$ cat config.mk
export PLATFORM = sky130hd
export DESIGN_NAME = sram_port_arbiter
export DESIGN_NICKNAME = d
export VERILOG_FILES = /design/src/rtl/sram_arb_pkg.sv /design/src/rtl/rr_arbiter.sv /design/src/rtl/sram_port_arbiter.sv
export SDC_FILE = /design/constraint.sdc
export NUM_CORES = 1
export LEC_CHECK = 0
export CELL_PAD_IN_SITES_DETAIL_PLACEMENT = 0
export CELL_PAD_IN_SITES_GLOBAL_PLACEMENT = 1
export CORE_UTILIZATION = 24
export CTS_CLUSTER_SIZE = 25
export DETAILED_ROUTE_END_ITERATION = 8
export MAX_ROUTING_LAYER = met4
export PLACE_DENSITY_LB_ADDON = 0.05
export SYNTH_ARGS = -nofsm -noshare
export SYNTH_HDL_FRONTEND = slang
export SYNTH_SLANG_ARGS = --single-unit
export TNS_END_PERCENT = 1
$ cat constraint.sdc
create_clock -name clk -period 2 [get_ports clk]
set_clock_uncertainty 0.1 [all_clocks]
set_input_delay 0.4 -clock clk [delete_from_list [all_inputs] [get_ports clk]]
set_output_delay 0.4 -clock clk [all_outputs]
set_load 0.005 [all_outputs]
$ cat src/rtl/sram_arb_pkg.sv
// Shared constants and types for the single-port SRAM arbiter.
// Sized for the largest supported requester count.
package sram_arb_pkg;

  localparam int NUM_REQ_MAX     = 4;
  localparam int PTR_W           = $clog2(NUM_REQ_MAX);
  localparam int SLOT_DATA_W_MAX = 32;

  typedef struct packed {
    logic                       valid;
    logic [SLOT_DATA_W_MAX-1:0] data;
  } rsp_slot_t;

  typedef struct packed {
    logic             vld;
    logic [PTR_W-1:0] id;
  } inflight_t;

  // Round-robin successor of requester g among n requesters.
  function automatic logic [PTR_W-1:0] ptr_next(input logic [PTR_W-1:0] g, input int n);
    return (int'(g) == n - 1) ? '0 : g + 1'b1;
  endfunction

endpackage

$ cat src/rtl/rr_arbiter.sv
// Combinational round-robin picker: first eligible requester at or after ptr,
// wrapping around to the lower indices.
module rr_arbiter
  import sram_arb_pkg::*;
#(
  parameter int N = 2
) (
  input  logic [N-1:0]     elig,
  input  logic [PTR_W-1:0] ptr,
  output logic [N-1:0]     gnt,
  output logic [PTR_W-1:0] gnt_idx
);

  always_comb begin
    logic found;
    gnt     = '0;
    gnt_idx = '0;
    found   = 1'b0;
    for (int i = 0; i < N; i++) begin
      if (!found && elig[i] && (i >= int'(ptr))) begin
        found   = 1'b1;
        gnt[i]  = 1'b1;
        gnt_idx = PTR_W'(i);
      end
    end
    for (int i = 0; i < N; i++) begin
      if (!found && elig[i] && (i < int'(ptr))) begin
        found   = 1'b1;
        gnt[i]  = 1'b1;
        gnt_idx = PTR_W'(i);
      end
    end
  end

endmodule

$ cat src/rtl/sram_port_arbiter.sv
// Shares one single-port SRAM between NUM_REQ requesters with round-robin
// arbitration and a one-entry, back-pressurable read-response slot per requester.
module sram_port_arbiter
  import sram_arb_pkg::*;
#(
  parameter int NUM_REQ    = 2,
  parameter int ADDR_WIDTH = 12,
  parameter int DATA_WIDTH = 8
) (
  input  logic                          clk,
  input  logic                          rst,
  input  logic [NUM_REQ-1:0]            req_valid,
  output logic [NUM_REQ-1:0]            req_ready,
  input  logic [NUM_REQ-1:0]            req_we,
  input  logic [NUM_REQ*ADDR_WIDTH-1:0] req_addr,
  input  logic [NUM_REQ*DATA_WIDTH-1:0] req_din,
  output logic [NUM_REQ-1:0]            rsp_valid,
  input  logic [NUM_REQ-1:0]            rsp_ready,
  output logic [NUM_REQ*DATA_WIDTH-1:0] rsp_data,
  output logic                          sram_we,
  output logic [ADDR_WIDTH-1:0]         sram_addr,
  output logic [DATA_WIDTH-1:0]         sram_din,
  input  logic [DATA_WIDTH-1:0]         sram_dout
);

  logic [NUM_REQ-1:0]    elig;
  logic [NUM_REQ-1:0]    gnt;
  logic [PTR_W-1:0]      gnt_idx;
  logic                  any_gnt;
  logic                  gnt_we;
  logic [ADDR_WIDTH-1:0] gnt_addr;
  logic [DATA_WIDTH-1:0] gnt_din;

  logic [PTR_W-1:0]      ptr_q, ptr_d;
  inflight_t             rd_q, rd_d;
  logic [ADDR_WIDTH-1:0] addr_q;

  generate
    for (genvar gi = 0; gi < NUM_REQ; gi++) begin : g_req
      logic                  rd_busy;
      logic                  capture;
      logic                  valid_q, valid_d;
      logic [DATA_WIDTH-1:0] data_q, data_d;

      assign rd_busy = rd_q.vld && (rd_q.id == PTR_W'(gi));
      assign capture = rd_busy;

      // Reads need a free (or draining) slot and nothing already in flight.
      assign elig[gi] = !rst && req_valid[gi] &&
                        (req_we[gi] || (!rd_busy && (!valid_q || rsp_ready[gi])));

      always_comb begin
        valid_d = valid_q;
        data_d  = data_q;
        if (valid_q && rsp_ready[gi]) begin
          valid_d = 1'b0;
        end
        if (capture) begin
          valid_d = 1'b1;
          data_d  = sram_dout;
        end
      end

      always_ff @(posedge clk) begin
        if (rst) begin
          valid_q <= 1'b0;
          data_q  <= '0;
        end else begin
          valid_q <= valid_d;
          data_q  <= data_d;
        end
      end

      assign rsp_valid[gi]                           = valid_q;
      assign rsp_data[gi*DATA_WIDTH +: DATA_WIDTH]   = data_q;
    end
  endgenerate

  rr_arbiter #(
    .N (NUM_REQ)
  ) u_rr (
    .elig    (elig),
    .ptr     (ptr_q),
    .gnt     (gnt),
    .gnt_idx (gnt_idx)
  );

  always_comb begin
    gnt_addr = '0;
    gnt_din  = '0;
    for (int i = 0; i < NUM_REQ; i++) begin
      gnt_addr = gnt_addr | ({ADDR_WIDTH{gnt[i]}} & req_addr[i*ADDR_WIDTH +: ADDR_WIDTH]);
      gnt_din  = gnt_din  | ({DATA_WIDTH{gnt[i]}} & req_din[i*DATA_WIDTH +: DATA_WIDTH]);
    end
  end

  assign any_gnt   = |gnt;
  assign gnt_we    = |(gnt & req_we);
  assign req_ready = gnt;
  assign sram_we   = gnt_we;
  assign sram_din  = gnt_din;
  assign sram_addr = rst ? '0 : (any_gnt ? gnt_addr : addr_q);

  // A write clears the in-flight flag so the undefined post-write dout is never captured.
  always_comb begin
    ptr_d     = any_gnt ? ptr_next(gnt_idx, NUM_REQ) : ptr_q;
    rd_d.vld  = any_gnt && !gnt_we;
    rd_d.id   = gnt_idx;
  end

  always_ff @(posedge clk) begin
    if (rst) begin
      ptr_q  <= '0;
      rd_q   <= '0;
      addr_q <= '0;
    end else begin
      ptr_q  <= ptr_d;
      rd_q   <= rd_d;
      addr_q <= sram_addr;
    end
  end

endmodule
# Word level (Yosys, flattened, before mapping)
# Index checks and enable logic that the tools add are counted.
# word_totals
output_inout_bits	41
reg_bits	35
# op_classes
mux	16
order_cmp	4
reduce_logical	36
n_eq_ne	2
bitwise_logic	7
add_sub_neg	1
# op_table
cell	n
12-bit AND	2
12-bit 2-to-1 mux	2
1-bit logical AND	18
8-bit AND	2
1-bit 2-to-1 mux	13
12-bit bitwise OR	1
1-bit logical NOT	9
8-bit bitwise OR	1
1-bit by 2-bit greater-or-equal comparator with 1-bit output, first input constant	2
1-bit logical OR	4
1-bit by 2-bit less-than comparator with 1-bit output, first input constant	2
2-bit nonzero test	2
2-bit OR reduction	2
2-bit by 1-bit adder with 2-bit output, second input constant	1
2-bit AND	1
2-bit by 1-bit equality test with 1-bit output, second input constant	1
2-bit equality test, second input constant	1
2-bit logical NOT	1
2-bit 2-to-1 mux	1

# Depth between registers and ports, before layout
# Gate-level depths: netlist of the first run.
# logic_depth
ltp_word	24
mapped_depth	6
depth_no_buf	4

# By module
# From an unflattened synthesis of the first run, not the netlist that was laid out.
# unflattened
cells_unflattened	183
area_unflattened_um2	1502.7
# by_module_without_submodules
module	seq_area_each_um2	n_inst	area_each_um2	cells_each
sram_port_arbiter	700.7	1	1456.4	176
rr_arbiter	0.0	1	46.3	7

# Least setup slack after synthesis of the first run
# Ideal clock, no wire load.
# synth_path
path_kind	input-to-output
startpoint	in rsp_ready[1]
endpoint	out sram_addr[0]
path_stages	5
path_slack_ns	-0.080
arrival_ns	1.580
n_path_buf	1
required_time_ns	1.500
path_cell_list	nand2b_4 > a21o_4 > a2111oi_4 > buf_6 > a221o_1
# synth_via
elab_chain_len	19
word_cells_on_any_way	23
cone_classes	mux (7); bitwise (3); reduce/logical (13)
# synth_lines
element	line_no	text
start: declaration	sram_port_arbiter.sv:18	input logic [NUM_REQ-1:0] rsp_ready,
1-bit logical OR (*)	sram_port_arbiter.sv:50	(req_we[gi] || (!rd_busy && (!valid_q || rsp_ready[gi])));
1-bit logical AND (*)	sram_port_arbiter.sv:50	
1-bit logical OR (*)	sram_port_arbiter.sv:50	
1-bit logical AND (*)	sram_port_arbiter.sv:49	assign elig[gi] = !rst && req_valid[gi] &&
1-bit logical AND (2 in a row)	rr_arbiter.sv:20	if (!found && elig[i] && (i >= int'(ptr))) begin
1-bit 2-to-1 mux	rr_arbiter.sv:20	
1-bit logical NOT	rr_arbiter.sv:27	if (!found && elig[i] && (i < int'(ptr))) begin
1-bit logical AND (2 in a row)	rr_arbiter.sv:27	
1-bit 2-to-1 mux	rr_arbiter.sv:27	
1-bit logical NOT	rr_arbiter.sv:27	
1-bit logical AND (2 in a row)	rr_arbiter.sv:27	
1-bit 2-to-1 mux	rr_arbiter.sv:27	
12-bit AND	sram_port_arbiter.sv:92	gnt_addr = gnt_addr | ({ADDR_WIDTH{gnt[i]}} & req_addr[i*ADDR_WIDTH +: ADDR_WIDTH]);
12-bit bitwise OR	sram_port_arbiter.sv:92	
12-bit 2-to-1 mux (*) (2 in a row)	sram_port_arbiter.sv:102	assign sram_addr = rst ? '0 : (any_gnt ? gnt_addr : addr_q);
end: declaration	sram_port_arbiter.sv:21	output logic [ADDR_WIDTH-1:0] sram_addr,
# Every way passes the cells marked *; elsewhere a longest branch is shown, timed or not.

# Worst setup path after layout of the first run
# layout_path
startpoint	reg rd_q[0] (netlist bit)
endpoint	out sram_din[3]
# layout_via
elab_chain_len	22
word_cells_on_any_way	31
cone_classes	eq/ne (1); mux (6); bitwise (3); reduce/logical (21)
# layout_lines
element	line_no	text
start: declaration	sram_port_arbiter.sv:35	inflight_t rd_q, rd_d;
start signal: assignment	sram_port_arbiter.sv:118	rd_q <= rd_d;
2-bit logical NOT	sram_port_arbiter.sv:45	assign rd_busy = rd_q.vld && (rd_q.id == PTR_W'(gi));
1-bit logical AND	sram_port_arbiter.sv:45	
1-bit logical NOT	sram_port_arbiter.sv:50	
1-bit logical AND	sram_port_arbiter.sv:50	
1-bit logical OR	sram_port_arbiter.sv:50	
1-bit logical AND	sram_port_arbiter.sv:49	
1-bit logical AND	rr_arbiter.sv:20	
1-bit 2-to-1 mux	rr_arbiter.sv:20	
(+4 left out)	--	
1-bit logical NOT	rr_arbiter.sv:27	
1-bit logical AND (2 in a row)	rr_arbiter.sv:27	
1-bit 2-to-1 mux	rr_arbiter.sv:27	
1-bit logical NOT	rr_arbiter.sv:27	
1-bit logical AND (2 in a row)	rr_arbiter.sv:27	
1-bit 2-to-1 mux	rr_arbiter.sv:27	
8-bit AND	sram_port_arbiter.sv:93	gnt_din = gnt_din | ({DATA_WIDTH{gnt[i]}} & req_din[i*DATA_WIDTH +: DATA_WIDTH]);
8-bit bitwise OR (*)	sram_port_arbiter.sv:93	
end: declaration	sram_port_arbiter.sv:22	output logic [DATA_WIDTH-1:0] sram_din,
# Marked as above.

==> run_summary.xml, run 1 <==
<?xml version="1.0" encoding="UTF-8"?>
<metrics>
  <group name="worst_setup_path">
    <metric name="timing.critical_path.to_type" unit="">output pin</metric>
    <metric name="critPathMostFrequentCell" unit="">sky130_fd_sc_hd__buf_6</metric>
    <metric name="path_class" unit="">flip-flop to output pin</metric>
    <metric name="worst_reg2reg_startpoint" unit="">rd_q[0]</metric>
    <metric name="ff2ff_path_depth" unit="">11</metric>
    <metric name="critical-path-max-stage-delay" unit="ps">340</metric>
    <metric name="rrSetupSlack" unit="ps">40</metric>
    <metric name="timing.critical_path.arrival" unit="ps">1980</metric>
    <metric name="timing.rr.end" unit="">addr_q[10]</metric>
    <metric name="crit_required" unit="ps">1500</metric>
    <metric name="startpoint_class" unit="">flip-flop</metric>
    <metric name="cp_slowest_cell" unit="">sky130_fd_sc_hd__dfxtp_2</metric>
    <metric name="crit_path_start" unit="">rd_q[0]</metric>
    <metric name="cell_by_cell_listing_of_the_critical_path" unit="">buf_6, nand2_4, a21o_4, a2111oi_4, buf_4, buf_6, buf_6, a22o_1, buf_2</metric>
    <metric name="cp_max_fo" unit="">5</metric>
  </group>
  <group name="power">
    <metric name="design_power_total" unit="mW">1.87</metric>
    <metric name="seq_power_share" unit="%">38.3</metric>
    <metric name="cellLeakagePower" unit="nW">1.35</metric>
    <metric name="power_density" unit="mW/mm2">568</metric>
    <metric name="switching_share" unit="%">25.5</metric>
    <metric name="pwr-share-comb" unit="%">27.2</metric>
    <metric name="power.ir.vdd_worst" unit="V">0.000360</metric>
    <metric name="internal_power" unit="mW">1.39</metric>
    <metric name="power.net_switching" unit="mW">0.477</metric>
    <metric name="power.share.clock" unit="%">34.5</metric>
  </group>
  <group name="synthesis">
    <metric name="ys.warnings.count" unit="">0</metric>
    <metric name="synthArstFlopShare" unit="%">0</metric>
    <metric name="mappedNetlistArea" unit="mm2">0.00169</metric>
    <metric name="ys_seq_area_share" unit="%">39.1</metric>
    <metric name="synth.largest_area_cell" unit="">sky130_fd_sc_hd__dfxtp_1</metric>
    <metric name="synth_enable_flop_cells" unit="">0</metric>
    <metric name="most_frequent_cells_after_synthesis" unit="">35 x sky130_fd_sc_hd__nand2_1, 33 x sky130_fd_sc_hd__dfxtp_1, 24 x sky130_fd_sc_hd__a221o_1</metric>
    <metric name="synth_ff_type" unit="">sky130_fd_sc_hd__dfxtp_1</metric>
    <metric name="synth_top_area_share" unit="%">39.1</metric>
    <metric name="synthDistinctLibCells" unit="">26</metric>
    <metric name="postSynthAreaPerCell" unit="um2">9.12</metric>
    <metric name="most_frequently_used_cell_type_in_the_post_synthesis_netlist" unit="">sky130_fd_sc_hd__nand2_1</metric>
    <metric name="netlist_top_cells_area" unit="">sky130_fd_sc_hd__dfxtp_1 39%, sky130_fd_sc_hd__a221o_1 14%, sky130_fd_sc_hd__nand2_1 7.8%</metric>
    <metric name="syn-instance-count" unit="">185</metric>
    <metric name="yosys_register_bits" unit="">33</metric>
    <metric name="synth_fp_nets" unit="">241</metric>
  </group>
  <group name="cells_and_area">
    <metric name="finish.cell_count_without_fillers" unit="">429</metric>
    <metric name="finish.instance_area" unit="mm2">0.00329</metric>
    <metric name="area_delta_synth_final" unit="%">94.7</metric>
    <metric name="design.final.nets" unit="">388</metric>
    <metric name="final.fill_count" unit="">694</metric>
    <metric name="fraction_of_layout_cells_with_a_size_suffix_above_1" unit="%">33.9</metric>
    <metric name="finish.utilization" unit="%">48.4</metric>
    <metric name="antenna_cells" unit="">0</metric>
  </group>
  <group name="placed_design">
    <metric name="post_dp_cell_area" unit="mm2">0.00304</metric>
    <metric name="place.port_buffers" unit="">96</metric>
    <metric name="pre_cts_slack" unit="ps">-1030</metric>
    <metric name="post-place-cells" unit="">403</metric>
    <metric name="routabilityCongestion" unit="">0.751</metric>
    <metric name="detailed_place_hpwl" unit="um">4020</metric>
  </group>
  <group name="sta">
    <metric name="setup_viol_count_final" unit="">23</metric>
    <metric name="timing.setup.tns" unit="ps">-9410</metric>
    <metric name="worst_slew_margin" unit="%">77.1</metric>
    <metric name="clock.fmax" unit="GHz">0.403</metric>
    <metric name="hold_ws" unit="ps">354</metric>
    <metric name="slew_violations" unit="">0</metric>
    <metric name="rsz0062_at_grt" unit="">true</metric>
    <metric name="min_period_over_period" unit="%">124</metric>
    <metric name="tightestPinTransition" unit="ps">343</metric>
    <metric name="worst_slack" unit="ps">-482</metric>
    <metric name="final-hold-violation-count" unit="">0</metric>
    <metric name="min_period" unit="ps">2480</metric>
  </group>
  <group name="drt">
    <metric name="vias_after_detailed_routing" unit="">1977</metric>
    <metric name="wl_per_cell" unit="um">13.6</metric>
    <metric name="detail_route.iter0.violations" unit="">72</metric>
    <metric name="firstDrtPassIters" unit="">4</metric>
    <metric name="route.antenna.remaining_nets" unit="">0</metric>
    <metric name="vias_per_cell" unit="">4.61</metric>
    <metric name="remaining_drc_errors" unit="">0</metric>
    <metric name="drt_wl_total" unit="um">5820</metric>
  </group>
  <group name="global_routing">
    <metric name="grt_usage" unit="%">16.8</metric>
    <metric name="vias_in_the_first_global_route" unit="">1966</metric>
    <metric name="grt_pass1_wl" unit="um">9470</metric>
    <metric name="grt_max_degree" unit="">17</metric>
    <metric name="globalRoute.totalOverflow" unit="">0</metric>
    <metric name="antenna_violations_before_repair" unit="">0</metric>
  </group>
  <group name="clock_network">
    <metric name="clk_sinks" unit="">33</metric>
    <metric name="clkTransAtPathRegs" unit="ps">80</metric>
    <metric name="cts_inserted_buffers" unit="">5</metric>
    <metric name="clk_path_buf_depth" unit="">2</metric>
    <metric name="ctsHoldBuffers" unit="">0</metric>
    <metric name="ctsHtreeMaxLevel" unit="">2</metric>
    <metric name="cts_tree" unit="">done</metric>
    <metric name="worst_skew_pair.late_latency" unit="ps">280</metric>
    <metric name="cts.root.buffer_cell" unit="">sky130_fd_sc_hd__clkbuf_8</metric>
  </group>
  <group name="run_status">
    <metric name="failed_checks" unit="">negative setup slack</metric>
    <metric name="outcome" unit="">complete, but fails checks</metric>
  </group>
  <group name="floorplan">
    <metric name="die_footprint" unit="mm2">0.00737</metric>
    <metric name="top_level_ports" unit="">97</metric>
    <metric name="dieWidth" unit="um">85.9</metric>
    <metric name="chipHeight" unit="um">85.9</metric>
    <metric name="initial_utilization" unit="%">24.8</metric>
    <metric name="floorplan.core_area" unit="mm2">0.00679</metric>
    <metric name="fp-row-count" unit="">30</metric>
  </group>
  <group name="worst_hold_path">
    <metric name="hold-path-endpoint" unit="">g_req[0].data_q[7]</metric>
    <metric name="hold_path_depth" unit="">2</metric>
    <metric name="hold_path_startpoint" unit="">g_req[0].data_q[7]</metric>
    <metric name="hp-class" unit="">flip-flop to flip-flop</metric>
  </group>
  <group name="run">
    <metric name="max-cap-violations" unit="">0</metric>
  </group>
</metrics>
## sequential cells by signal, indices dropped and copies added, names as in the netlist
signal,cells
g_req.data_q,16
g_req.valid_q,2
rd_q,2
addr_q,12
ptr_q,1
## worst max-delay path by stage
stage / end / depth (start not counted) / slack (ps)
2_1_floorplan: sram_addr[0] / 5 / -80
3_3_place_gp: sram_addr[1] / 7 / -1040
3_5_place_dp: sram_addr[1] / 7 / -1030
4_1_cts: sram_addr[10] / 10 / -550
5_1_grt: sram_din[3] / 9 / -580
6_report: sram_din[3] / 9 / -480
## final cells by class
| type | instances | area [um2] | area share, % |
|---|---|---|---|
| repair buffers | 159 | 1410 | 42.9 |
| flip-flops and latches | 33 | 664 | 20.2 |
| inverters | 4 | 15.0 | 0.457 |
| clock inverters | 3 | 46.3 | 1.41 |
| multi-input cells | 129 | 963 | 29.3 |
| well taps | 96 | 120 | 3.65 |
| clock buffers | 5 | 68.8 | 2.09 |
## power groups by stage
stage	clock [mW]	sequential [mW]	combinational (mW)
after detailed placement	0	0.727	0.488
after floorplan	0	0.725	0.174
final	0.644	0.715	0.508
after global placement	0	0.726	0.490
after global routing	0.708	0.719	0.548
after CTS	0.674	0.714	0.518
## routing by layer
metal / part of all wire [%] / vias to the layer above / track usage [%]
met1: 45 / 931 / 20.7
met2: 50 / 50 / 27.7
met5: 0 / - / -
met4: 1.0 / 0 / 5.00
li1: - / 992 / -
met3: 3.2 / 4 / 3.08
## cells in the final DEF, fill, tap and decap left out, types with 2 or more instances in the layout
cell type and n:
sky130_fd_sc_hd__a211oi_1 2, sky130_fd_sc_hd__a21o_4 2, sky130_fd_sc_hd__a21oi_1 20, sky130_fd_sc_hd__a221o_1 24
sky130_fd_sc_hd__a221oi_1 9, sky130_fd_sc_hd__a221oi_2 3, sky130_fd_sc_hd__a22o_1 9, sky130_fd_sc_hd__buf_12 3
sky130_fd_sc_hd__buf_2 22, sky130_fd_sc_hd__buf_4 47, sky130_fd_sc_hd__buf_6 13, sky130_fd_sc_hd__clkbuf_8 5
sky130_fd_sc_hd__clkdlybuf4s50_1 67, sky130_fd_sc_hd__dfxtp_1 30, sky130_fd_sc_hd__dfxtp_2 3, sky130_fd_sc_hd__dlygate4sd2_1 5
sky130_fd_sc_hd__inv_1 2, sky130_fd_sc_hd__inv_2 2, sky130_fd_sc_hd__nand2_1 34, sky130_fd_sc_hd__nand2b_1 13
sky130_fd_sc_hd__nand2b_4 3
## timing repair
item / 4_1_cts / 5_1_grt
setup endpoints to repair: 26 / 27
resized for setup: 123 / 12
gates cloned: 2 / 0
buffers inserted: 20 / 0
pin swaps: 14 / 14
## logic make-up after synthesis
kind of cell           synth area share (%)
AOI/OAI and AO/OA                      37.3
buffers and inverters                  8.45
DFF                                    39.1
and+or+nand+nor                        15.1
## critical path: cells and delay by family (launching register included)
kind	cells	cell delay [ps]
buf+inv	5	640
compound gates	3	670
simple gates	1	50
flops	1	340
No activity file was read; power rests on OpenSTA's default activity.
==> run 2: changes to the inputs <==
Settings changed: GPL_TIMING_DRIVEN set to 0.
==> run 2 against run 1 <==
  * The run still ends with negative setup slack left
  * Routed wire length fell by 0.45%
  * Maximum frequency rose by 3.5%
  * Cell count fell by 4.9%
  * Combinational power fell by 4%
  * Non-clock buffer count fell by 20
  * Critical endpoint is now sram_addr[5]
==> run_summary.xml, run 2 (synthesized netlist as in run 1, its figures left out) <==
<?xml version="1.0" encoding="UTF-8"?>
<metrics>
  <group name="global_routing">
    <metric name="grt_pass1_wl" unit="um">9440</metric>
    <metric name="vias_in_the_first_global_route" unit="">1902</metric>
    <metric name="globalRoute.totalOverflow" unit="">0</metric>
    <metric name="use_met3" unit="%">3.46</metric>
    <metric name="grt_util_met2" unit="%">28.0</metric>
    <metric name="antenna_violations_before_repair" unit="">0</metric>
    <metric name="groute.layer.met1.usage" unit="%">20.8</metric>
    <metric name="grt_usage" unit="%">16.8</metric>
    <metric name="grt-busiest-layer" unit="">met2</metric>
    <metric name="grt_max_degree" unit="">13</metric>
  </group>
  <group name="worst_setup_path">
    <metric name="path_class" unit="">flip-flop to output pin</metric>
    <metric name="timing.critical_path.max_delay_family" unit="">compound AO/OA/AOI/OAI gates</metric>
    <metric name="critical-path-max-stage-delay" unit="ps">350</metric>
    <metric name="timing.critical_path.arrival" unit="ps">1900</metric>
    <metric name="cp_slowest_cell" unit="">sky130_fd_sc_hd__dfxtp_2</metric>
    <metric name="critPathMostFrequentCell" unit="">sky130_fd_sc_hd__buf_6</metric>
    <metric name="cp_max_fo" unit="">5</metric>
    <metric name="timing.critical_path.to_type" unit="">output pin</metric>
    <metric name="startpoint_class" unit="">flip-flop</metric>
    <metric name="wp_buf_inv" unit="">4</metric>
    <metric name="cell_by_cell_listing_of_the_critical_path" unit="">nand2b_4, a21o_4, a2111oi_4, buf_6, buf_6, buf_16, a221o_1, buf_2</metric>
    <metric name="crit_required" unit="ps">1500</metric>
  </group>
  <group name="cells_and_area">
    <metric name="seq_cell_area" unit="um2">664</metric>
    <metric name="fraction_of_layout_cells_with_a_size_suffix_above_1" unit="%">31.7</metric>
    <metric name="largest_register_ff_count" unit="">16</metric>
    <metric name="antenna_cells" unit="">0</metric>
    <metric name="final.fill_count" unit="">685</metric>
    <metric name="most_frequent_cells_in_the_layout" unit="">66 x sky130_fd_sc_hd__clkdlybuf4s50_1, 34 x sky130_fd_sc_hd__nand2_1, 30 x sky130_fd_sc_hd__dfxtp_1</metric>
    <metric name="design.final.nets" unit="">368</metric>
    <metric name="max_flop_register" unit="">g_req.data_q</metric>
    <metric name="reg_top3" unit="">g_req.data_q (16), addr_q (12)</metric>
    <metric name="finish.cell_count_without_fillers" unit="">408</metric>
    <metric name="mostFrequentLayoutCell" unit="">sky130_fd_sc_hd__clkdlybuf4s50_1</metric>
    <metric name="area_delta_synth_final" unit="%">86.7</metric>
    <metric name="area_of_combinational_cells_with_multiple_inputs" unit="mm2">0.00102</metric>
  </group>
  <group name="power">
    <metric name="cellLeakagePower" unit="nW">1.25</metric>
    <metric name="pwr-share-comb" unit="%">28.4</metric>
    <metric name="power_density" unit="mW/mm2">547</metric>
    <metric name="power.ir.vdd_worst" unit="V">0.000206</metric>
    <metric name="switching_share" unit="%">26.5</metric>
    <metric name="power.net_switching" unit="mW">0.457</metric>
    <metric name="seq_power_share" unit="%">41.5</metric>
    <metric name="internal_power" unit="mW">1.27</metric>
    <metric name="power.share.clock" unit="%">30.2</metric>
  </group>
  <group name="sta">
    <metric name="min_period" unit="ps">2400</metric>
    <metric name="worst_slack" unit="ps">-399</metric>
    <metric name="rsz0062_at_grt" unit="">true</metric>
    <metric name="final-hold-violation-count" unit="">0</metric>
    <metric name="slew_violations" unit="">0</metric>
    <metric name="setup_viol_count_final" unit="">23</metric>
    <metric name="clock.fmax" unit="GHz">0.417</metric>
    <metric name="worst_slew_margin" unit="%">70.1</metric>
    <metric name="tightestPinTransition" unit="ps">448</metric>
    <metric name="hold_ws" unit="ps">328</metric>
    <metric name="min_period_over_period" unit="%">120</metric>
  </group>
  <group name="floorplan">
    <metric name="floorplan.core_area" unit="mm2">0.00679</metric>
    <metric name="top_level_ports" unit="">97</metric>
    <metric name="initial_utilization" unit="%">24.8</metric>
    <metric name="dieWidth" unit="um">85.9</metric>
    <metric name="die_footprint" unit="mm2">0.00737</metric>
    <metric name="fp-row-count" unit="">30</metric>
    <metric name="chipHeight" unit="um">85.9</metric>
  </group>
  <group name="placed_design">
    <metric name="pre_cts_slack" unit="ps">-1300</metric>
    <metric name="routabilityCongestion" unit="">0.733</metric>
    <metric name="place.port_buffers" unit="">96</metric>
    <metric name="post-place-cells" unit="">377</metric>
    <metric name="detailed_place_hpwl" unit="um">3970</metric>
  </group>
  <group name="run">
    <metric name="max-cap-violations" unit="">0</metric>
  </group>
  <group name="drt">
    <metric name="vias_after_detailed_routing" unit="">1909</metric>
    <metric name="drt_wl_total" unit="um">5790</metric>
    <metric name="wl_per_cell" unit="um">14.2</metric>
    <metric name="vias_per_cell" unit="">4.68</metric>
    <metric name="remaining_drc_errors" unit="">0</metric>
    <metric name="firstDrtPassIters" unit="">4</metric>
    <metric name="route.antenna.remaining_nets" unit="">0</metric>
    <metric name="detail_route.iter0.violations" unit="">54</metric>
  </group>
  <group name="clock_network">
    <metric name="clk_path_buf_depth" unit="">2</metric>
    <metric name="clk_sinks" unit="">33</metric>
    <metric name="cts_inserted_buffers" unit="">5</metric>
    <metric name="worst_skew_pair.late_latency" unit="ps">280</metric>
    <metric name="clkTransAtPathRegs" unit="ps">70</metric>
    <metric name="cts_tree" unit="">done</metric>
    <metric name="ctsHtreeMaxLevel" unit="">2</metric>
    <metric name="cts.root.buffer_cell" unit="">sky130_fd_sc_hd__clkbuf_8</metric>
  </group>
  <group name="run_status">
    <metric name="outcome" unit="">complete, but fails checks</metric>
    <metric name="failed_checks" unit="">negative setup slack</metric>
  </group>
  <group name="worst_hold_path">
    <metric name="hp-class" unit="">input port to flip-flop</metric>
  </group>
</metrics>
-- run 2: cell types whose count changed in the layout (fill, tap and decap cells not counted), sizes merged --
| cell | delta |
|---|---|
| dlygate4sd2 | -1 |
| clkinv | -1 |
| buf | -27 |
| clkbuf | +11 |
| bufinv | -1 |
| clkdlybuf4s15 | -1 |
| dlymetal6s2s | +1 |
| clkdlybuf4s50 | -1 |
| clkinvlp | -1 |
-- run 2: worst reg2reg max path: stages (launching register included) --
cell and delay [ps]:
sky130_fd_sc_hd__dfxtp_2 350, sky130_fd_sc_hd__buf_6 110, sky130_fd_sc_hd__nand2b_4 70, sky130_fd_sc_hd__a21oi_4 170, sky130_fd_sc_hd__a2111oi_4 50, sky130_fd_sc_hd__buf_6 150
sky130_fd_sc_hd__buf_6 110, sky130_fd_sc_hd__buf_8 110, sky130_fd_sc_hd__buf_4 160, sky130_fd_sc_hd__a221o_1 350
-- run 2: worst paths after layout --
kind,cells past startpoint,to,startpoint,slack [ps]
setup / recovery,8,sram_addr[5],g_req[1].valid_q,-400
hold / removal,3,g_req[1].valid_q,rsp_ready[1],330
setup reg to reg,9,addr_q[10],rd_q[2],160
hold reg to reg,2,g_req[0].data_q[0],g_req[0].data_q[0],350
-- run 2: what timing repair did --
item	CTS	global route
resized for setup	153	5
setup buffers	25	0
hold buffers	0	0
pin swaps	22	6
endpoints found under the setup margin	36	23
gates cloned	1	0
-- run 2: per-stage QoR --
stage               setup TNS, ps  cell area, um2  util (%)  power (mW)
floorplan                   -1590            1690         -       0.900
global placement           -36600            2770      40.8        1.16
detailed placement         -36570            2770      40.8        1.16
CTS                         -8670            3150      46.4        1.74
global route                -9430            3150      46.4        1.82
finish                      -7770            3150      46.4        1.72
-- run 2: metal layers --
metal	vias to the layer above	share of wire, %
li1	958	-
met1	906	44
met2	41	52
met3	4	3.3
met4	0	0.78
met5	-	0
-- run 2: layout make-up --
| class | instances | share of cell area, % |
|---|---|---|
| repair buffers | 122 | 34.5 |
| multi-input cells | 129 | 32.4 |
| flip-flops and latches | 33 | 21.1 |
| plain buffers | 17 | 4.92 |
| well taps | 96 | 3.81 |
| clock buffers | 7 | 2.74 |
| inverters | 4 | 0.477 |
-- run 2: power by group through the flow --
stage               Clock, mW  Sequential (mW)  Combinational (mW)
floorplan                   0            0.725               0.174
global placement            0            0.727               0.436
detailed placement          0            0.727               0.435
CTS                     0.534            0.714               0.491
global route            0.571            0.719               0.529
finish                  0.520            0.714               0.489
